[config.mk]
export PLATFORM = sky130hd
export DESIGN_NAME = data_memory_be
export DESIGN_NICKNAME = d
export VERILOG_FILES = /design/src/rtl/dmem_pkg.sv /design/src/rtl/dmem_clear_seq.sv /design/src/rtl/data_memory_be.sv
export SDC_FILE = /design/constraint.sdc
export NUM_CORES = 2
export LEC_CHECK = 0
export ABC_AREA = 1
export BUFFER_PORTS_ARGS = -buffer_cell sky130_fd_sc_hd__buf_2
export CAP_MARGIN = 40
export CELL_PAD_IN_SITES_DETAIL_PLACEMENT = 0
export CELL_PAD_IN_SITES_GLOBAL_PLACEMENT = 2
export CORE_AREA = 2 2 435 437
export DETAILED_ROUTE_END_ITERATION = 10
export DIE_AREA = 0 0 437 439
export PLACE_DENSITY_LB_ADDON = 0.12
export SLEW_MARGIN = 20
export SYNTH_ARGS = -nofsm -noshare
export SYNTH_HDL_FRONTEND = slang
export SYNTH_HIERARCHICAL = 1
export SYNTH_SLANG_ARGS = --single-unit
[constraint.sdc]
create_clock -name clk -period 23.7 [get_ports clk]
set_input_delay 1.185 -clock clk [delete_from_list [all_inputs] [get_ports clk]]
set_output_delay 1.185 -clock clk [all_outputs]
set_load 0.01 [all_outputs]
[src/rtl/dmem_pkg.sv]
// Shared types and helpers for the byte-enabled data memory.
package dmem_pkg;
    typedef enum logic [0:0] {IDLE = 1'b0, CLEAR = 1'b1} dmem_state_e;

    function automatic int be_w(input int data_w);
        return data_w / 8;
    endfunction
endpackage

[src/rtl/dmem_clear_seq.sv]
// Clear sequencer: walks a pointer over every implemented word, issuing zero writes.
module dmem_clear_seq
    import dmem_pkg::*;
#(
    parameter int ADDR_W         = 8,
    parameter int DEPTH          = 1 << ADDR_W,
    parameter int CLEAR_ON_RESET = 1
) (
    input  logic              clk,
    input  logic              reset_n,
    input  logic              clear_req,
    output logic              idle,
    output logic              busy,
    output logic              clr_we,
    output logic [ADDR_W-1:0] clr_addr
);
    localparam logic [ADDR_W-1:0] LAST = ADDR_W'(DEPTH - 1);

    dmem_state_e       state;
    logic [ADDR_W-1:0] ptr;
    // Holds off requests for the one IDLE cycle before the power-on clear starts.
    logic              start_pend;

    always_ff @(posedge clk or negedge reset_n) begin
        if (!reset_n) begin
            state      <= IDLE;
            ptr        <= '0;
            busy       <= 1'b0;
            start_pend <= (CLEAR_ON_RESET != 0);
        end else begin
            start_pend <= 1'b0;
            case (state)
                IDLE: begin
                    if (clear_req || start_pend) begin
                        state <= CLEAR;
                        ptr   <= '0;
                        busy  <= 1'b1;
                    end
                end
                CLEAR: begin
                    if (ptr == LAST) begin
                        state <= IDLE;
                        busy  <= 1'b0;
                    end else begin
                        ptr <= ptr + 1'b1;
                    end
                end
                default: state <= IDLE;
            endcase
        end
    end

    assign idle     = (state == IDLE) && !start_pend;
    assign clr_we   = (state == CLEAR);
    assign clr_addr = ptr;
endmodule

[src/rtl/data_memory_be.sv]
// Single-port data memory with byte enables, registered read, range check and clear sequencer.
module data_memory_be
    import dmem_pkg::*;
#(
    parameter int DATA_W         = 8,
    parameter int ADDR_W         = 8,
    parameter int DEPTH          = 1 << ADDR_W,
    parameter int CLEAR_ON_RESET = 1
) (
    input  logic                   clk,
    input  logic                   reset_n,
    input  logic                   clear_req,
    input  logic                   req_valid,
    output logic                   req_ready,
    input  logic                   req_we,
    input  logic [ADDR_W-1:0]      req_addr,
    input  logic [DATA_W-1:0]      req_wdata,
    input  logic [DATA_W/8-1:0]    req_be,
    output logic                   rsp_valid,
    output logic [DATA_W-1:0]      rsp_rdata,
    output logic                   busy,
    output logic                   addr_err
);
    localparam int              BE_W    = be_w(DATA_W);
    localparam logic [ADDR_W:0] DEPTH_X = (ADDR_W + 1)'(DEPTH);

    logic [DATA_W-1:0] mem [DEPTH];
    logic              seq_idle;
    logic              clr_we;
    logic [ADDR_W-1:0] clr_addr;
    logic              accept;
    logic              in_range;

    dmem_clear_seq #(
        .ADDR_W        (ADDR_W),
        .DEPTH         (DEPTH),
        .CLEAR_ON_RESET(CLEAR_ON_RESET)
    ) u_clear_seq (
        .clk      (clk),
        .reset_n  (reset_n),
        .clear_req(clear_req),
        .idle     (seq_idle),
        .busy     (busy),
        .clr_we   (clr_we),
        .clr_addr (clr_addr)
    );

    assign req_ready = seq_idle && !clear_req;
    assign accept    = req_valid && req_ready;
    assign in_range  = {1'b0, req_addr} < DEPTH_X;

    // Array itself is never reset; only the clear sequencer zeroes it.
    always_ff @(posedge clk) begin
        if (clr_we) begin
            mem[clr_addr] <= '0;
        end else if (accept && req_we && in_range) begin
            for (int i = 0; i < BE_W; i++) begin
                if (req_be[i]) mem[req_addr][8*i +: 8] <= req_wdata[8*i +: 8];
            end
        end
    end

    always_ff @(posedge clk or negedge reset_n) begin
        if (!reset_n) begin
            rsp_valid <= 1'b0;
            rsp_rdata <= '0;
            addr_err  <= 1'b0;
        end else begin
            rsp_valid <= accept && !req_we;
            addr_err  <= accept && !in_range;
            if (accept && !req_we) rsp_rdata <= in_range ? mem[req_addr] : '0;
        end
    end
endmodule

==> report_table.html <==
<table>
<tr><th>Metric</th><th>Value</th></tr>
<tr><th colspan="2">Timing</th></tr>
<tr><td>Final setup violation count</td><td>0</td></tr>
<tr><td>Top achievable clock speed</td><td>193.1 MHz</td></tr>
<tr><td>RSZ-0062 raised after global routing</td><td>false</td></tr>
<tr><td>Slew at the pin closest to its max-slew limit</td><td>roughly 1.3 ns</td></tr>
<tr><td>Final clock period utilization by the worst path</td><td>0.2185</td></tr>
<tr><td>Summed negative setup slack over all endpoints</td><td>0 ns</td></tr>
<tr><td>Final-report hold violation count</td><td>0</td></tr>
<tr><td>Worst hold margin</td><td>around 0.39 ns</td></tr>
<tr><td>Headroom to the max-slew limit</td><td>0.1120</td></tr>
<tr><td>Final period demand of the worst path</td><td>roughly 5.2 ns</td></tr>
<tr><td>Pins over their slew limit</td><td>0</td></tr>
<tr><td>Setup skew after layout</td><td>between 0.02 and 0.03 ns</td></tr>
<tr><th colspan="2">Clocking</th></tr>
<tr><td>Number of gates resized after CTS</td><td>0</td></tr>
<tr><td>H-Tree Level Count</td><td>4</td></tr>
<tr><td>Number of sinks on the clock net</td><td>2068</td></tr>
<tr><td>Number of hold buffers added after cts</td><td>0</td></tr>
<tr><td>CTS root buffer</td><td>sky130_fd_sc_hd__clkbuf_16</td></tr>
<tr><td>Clock tree from TritonCTS</td><td>yes</td></tr>
<tr><td>Clock Latency Late Sink</td><td>around 0.86 ns</td></tr>
<tr><td>Inserted Clock Buffers</td><td>approximately 220</td></tr>
<tr><td>Post-CTS setup-driven buffer insertion count</td><td>0</td></tr>
<tr><td>Number of buffers on the longest clock path</td><td>3</td></tr>
<tr><td>Clk slew on worst S/H paths</td><td>roughly 0.06 ns</td></tr>
<tr><th colspan="2">Yosys</th></tr>
<tr><td>Synth Register Bits</td><td>between 2000 and 2500</td></tr>
<tr><td>Seq/Total Area, Yosys</td><td>0.7385</td></tr>
<tr><td>Gate count of the mapped netlist</td><td>between 7000 and 8000</td></tr>
<tr><td>Nets in the synthesized netlist</td><td>~7100</td></tr>
<tr><td>Mean cell area of the mapped netlist</td><td>approximately 12 µm²</td></tr>
<tr><td>Warnings, synthesis</td><td>6</td></tr>
<tr><td>Cell variety after synth</td><td>32</td></tr>
<tr><td>Netlist area before placement</td><td>83960 µm²</td></tr>
<tr><th colspan="2">Route</th></tr>
<tr><td>Total routed wirelength</td><td>between 200000 and 300000 µm</td></tr>
<tr><td>DRC violation total after the first TritonRoute iteration</td><td>roughly 5500</td></tr>
<tr><td>First-pass DRT Iterations</td><td>5</td></tr>
<tr><td>Remaining antenna violation count</td><td>0</td></tr>
<tr><td>Drc violations</td><td>0</td></tr>
<tr><td>Routed length per placed instance</td><td>26.05 µm</td></tr>
<tr><td>Vias per cell</td><td>about 5.6</td></tr>
<tr><td>Total number of vias</td><td>~55000</td></tr>
<tr><th colspan="2">Power</th></tr>
<tr><td>Peak supply drop</td><td>~0.000064 V</td></tr>
<tr><td>Static Leak</td><td>between 30 and 40 nW</td></tr>
<tr><td>Pwr per Cell Area</td><td>around 81 nW/µm²</td></tr>
<tr><th colspan="2">Global routing</th></tr>
<tr><td>Largest net degree at the start of global routing</td><td>216</td></tr>
<tr><td>Most used routing layer</td><td>met2</td></tr>
<tr><td>Number of antenna violations at the first check in global routing</td><td>5</td></tr>
<tr><td>Remaining global-route overflow</td><td>0</td></tr>
<tr><td>Global-route met2 utilization</td><td>0.4127</td></tr>
<tr><td>Vias in the first global route</td><td>between 50000 and 60000</td></tr>
<tr><td>Met1 layer usage reported by global route</td><td>0.3860</td></tr>
<tr><td>Global-route wire length before repair</td><td>between 300000 and 400000 µm</td></tr>
<tr><td>Global-route total usage across every layer</td><td>0.2642</td></tr>
<tr><td>GR Util met3</td><td>0.03675</td></tr>
<tr><th colspan="2">Run</th></tr>
<tr><td>Maximum Capacitance Violations</td><td>0</td></tr>
<tr><th colspan="2">Finish</th></tr>
<tr><td>Leading cell types in the layout, fill and taps excluded</td><td>sky130_fd_sc_hd__nand2_1, sky130_fd_sc_hd__nand3_1, sky130_fd_sc_hd__edfxtp_1</td></tr>
<tr><td>Share of post-route cells with drive strength above 1</td><td>0.08763</td></tr>
<tr><td>Net count of the finished layout</td><td>7177</td></tr>
<tr><td>Synthesis-to-finish area growth</td><td>12.88%</td></tr>
<tr><td>Most frequent standard cell in the layout excluding fill and tap cells</td><td>sky130_fd_sc_hd__nand2_1</td></tr>
<tr><th colspan="2">Worst setup path</th></tr>
<tr><td>Worst flop-to-flop path endpoint</td><td>mem[0][0]$_DFFE_PP_</td></tr>
<tr><td>Count of cells along the worst register-to-register path</td><td>16</td></tr>
<tr><td>Maximum fanout along the worst path</td><td>about 130</td></tr>
<tr><td>Kind of critical path</td><td>in -&gt; reg</td></tr>
<tr><td>Slack of the worst reg-to-reg path</td><td>19.28 ns</td></tr>
<tr><td>Worst reg2reg path startpoint</td><td>u_clear_seq/clr_we$_DFF_PN0_</td></tr>
<tr><td>CP Capture Type</td><td>flip-flop</td></tr>
<tr><td>Arrival time worst endpoint</td><td>5.92 ns</td></tr>
<tr><td>Type of element launching the critical path</td><td>input port</td></tr>
<tr><td>Required time worst endpoint</td><td>approximately 24 ns</td></tr>
<tr><th colspan="2">Status</th></tr>
<tr><td>Run status</td><td>complete, no violations</td></tr>
<tr><th colspan="2">Placed design</th></tr>
<tr><td>Half-perimeter wire length after placement</td><td>144100 µm</td></tr>
<tr><td>Last weighted congestion value of the routability-driven placer</td><td>slightly above 0.8</td></tr>
<tr><td>Number of input and output port buffers inserted</td><td>32</td></tr>
<tr><th colspan="2">Die</th></tr>
<tr><td>Chip height</td><td>about 440 µm</td></tr>
<tr><td>Core area</td><td>around 190000 µm²</td></tr>
<tr><td>Chip Width</td><td>about 440 µm</td></tr>
<tr><td>Top-level port count</td><td>34</td></tr>
<tr><td>Die Area</td><td>191800 µm²</td></tr>
<tr><td>Initial Utilization</td><td>0.4489</td></tr>
<tr><td>FP Rows</td><td>roughly 160</td></tr>
<tr><th colspan="2">Hold path</th></tr>
<tr><td>Worst hold-check path type</td><td>in -&gt; async</td></tr>
</table>
==> report_power, final <==
| part | total (W) | switching [W] | internal [W] |
|---|---|---|---|
| Combinational | 0.000397 | 0.000291 | 0.000107 |
| Clock | 0.00328 | 0.00141 | 0.00187 |
| Sequential | 0.00396 | 0.00000154 | 0.00396 |
==> synth_stat cells <==
cell type | count | share of area
sky130_fd_sc_hd__dfrtp_1 | 19 | 0.0057
sky130_fd_sc_hd__ha_1 | 1 | 0.00015
sky130_fd_sc_hd__nand2_1 | 2117 | 0.095
sky130_fd_sc_hd__nor3_1 | 2 | 0.00012
sky130_fd_sc_hd__inv_1 | 58 | 0.0026
sky130_fd_sc_hd__nand2_2 | 4 | 0.00030
sky130_fd_sc_hd__o21ai_0 | 8 | 0.00048
sky130_fd_sc_hd__nand3_2 | 1 | 0.00012
sky130_fd_sc_hd__xnor2_1 | 1 | 0.00010
sky130_fd_sc_hd__nor2_1 | 295 | 0.013
sky130_fd_sc_hd__inv_2 | 6 | 0.00027
sky130_fd_sc_hd__buf_4 | 3 | 0.00027
sky130_fd_sc_hd__o21ai_1 | 1 | 0.000060
sky130_fd_sc_hd__nor2_2 | 6 | 0.00045
sky130_fd_sc_hd__clkinv_1 | 1 | 0.000045
sky130_fd_sc_hd__dfstp_2 | 1 | 0.00031
sky130_fd_sc_hd__nor2_4 | 4 | 0.00054
sky130_fd_sc_hd__buf_1 | 72 | 0.0032
sky130_fd_sc_hd__o21ai_4 | 5 | 0.00097
sky130_fd_sc_hd__clkbuf_1 | 259 | 0.012
sky130_fd_sc_hd__buf_6 | 1 | 0.00013
sky130_fd_sc_hd__xor2_1 | 1 | 0.00010
sky130_fd_sc_hd__a21oi_1 | 1 | 0.000060
sky130_fd_sc_hd__nand2_4 | 2 | 0.00027
sky130_fd_sc_hd__edfxtp_1 | 2048 | 0.73
sky130_fd_sc_hd__buf_2 | 151 | 0.0090
sky130_fd_sc_hd__conb_1 | 2 | 0.000089
sky130_fd_sc_hd__o21ai_2 | 2 | 0.00021
sky130_fd_sc_hd__nand4_1 | 1 | 0.000075
sky130_fd_sc_hd__nor3_2 | 1 | 0.00012
sky130_fd_sc_hd__nand3_1 | 2051 | 0.12
sky130_fd_sc_hd__o31ai_1 | 1 | 0.000089
==> sequential cells by signal, summed over array words and instances, names as in the netlist <==
register                count
u_clear_seq/clr_we          1
u_clear_seq/busy            1
rsp_valid                   1
rsp_rdata                   8
mem                      2048
u_clear_seq/clr_addr        8
u_clear_seq/start_pend      1
==> how the worst max path moves through the flow <==
stage	end	slack, ns	cells past startpoint	from
3_3_place_gp	rsp_rdata[4]$_DFFE_PN0P_	17.40	15	req_addr[0]
3_5_place_dp	rsp_rdata[2]$_DFFE_PN0P_	17.60	15	req_addr[1]
4_1_cts	rsp_rdata[2]$_DFFE_PN0P_	18.52	15	req_addr[1]
6_report	rsp_rdata[4]$_DFFE_PN0P_	18.52	15	req_addr[1]
2_1_floorplan	mem[0][0]$_DFFE_PP_	14.57	6	clear_req
5_1_grt	rsp_rdata[7]$_DFFE_PN0P_	18.36	15	req_addr[1]
==> worst max-delay path: stages <==
cell	delay, ns
sky130_fd_sc_hd__buf_8	0.20
sky130_fd_sc_hd__inv_8	0.47
sky130_fd_sc_hd__buf_4	0.61
sky130_fd_sc_hd__buf_12	0.53
sky130_fd_sc_hd__buf_12	0.53
sky130_fd_sc_hd__buf_4	0.72
sky130_fd_sc_hd__nand3_1	0.14
sky130_fd_sc_hd__nand3_1	0.13
sky130_fd_sc_hd__nand3_1	0.10
sky130_fd_sc_hd__nand3_1	0.24
sky130_fd_sc_hd__nand3_1	0.15
sky130_fd_sc_hd__nand3_1	0.12
sky130_fd_sc_hd__nand3_1	0.15
sky130_fd_sc_hd__nand3_1	0.13
sky130_fd_sc_hd__nand2_1	0.05
==> cell type report <==
class / instances / area [µm²]
multi-input cells: 4507 / 19780
clock inverters: 115 / 863.3
well taps: 2495 / 3122
flip-flops and latches: 2068 / 62000
fillers: 16620 / 92240
repair buffers: 296 / 2828
inverters: 65 / 270.3
clock buffers: 287 / 5902
diodes: 2 / 5.005
==> routing by layer <==
metal  up-vias  routed length (µm)
li1      25340                   -
met1     27720              114800
met2      1729              119700
met3       330               14620
met4         2                7151
met5         -                  13
==> cells by family after synthesis <==
family	Yosys count	synth area share
adders and majority gates	1	0.0001490
AOI/OAI and AO/OA	18	0.001863
buffers and inverters	551	0.02711
and+or+nand+nor	4484	0.2321
xor gates and xnor gates	2	0.0002087
other	2	0.00008945
DFF	2068	0.7385
==> per-stage QoR <==
stage / total power [W] / instance area [µm²] / util / setup slack (ns) / instances
2_1_floorplan: 0.004285 / 83960 / - / 14.57 / 7126
3_3_place_gp: 0.004431 / 86170 / 0.4608 / 17.40 / 9254
3_5_place_dp: 0.004434 / 87330 / 0.4670 / 17.60 / 9356
4_1_cts: 0.007681 / 94090 / 0.5031 / 18.52 / 9758
5_1_grt: 0.007862 / 94760 / 0.5068 / 18.36 / 9834
6_report: 0.007634 / 94770 / 0.5068 / 18.52 / 9835
No activity file was read; power rests on OpenSTA's default activity.
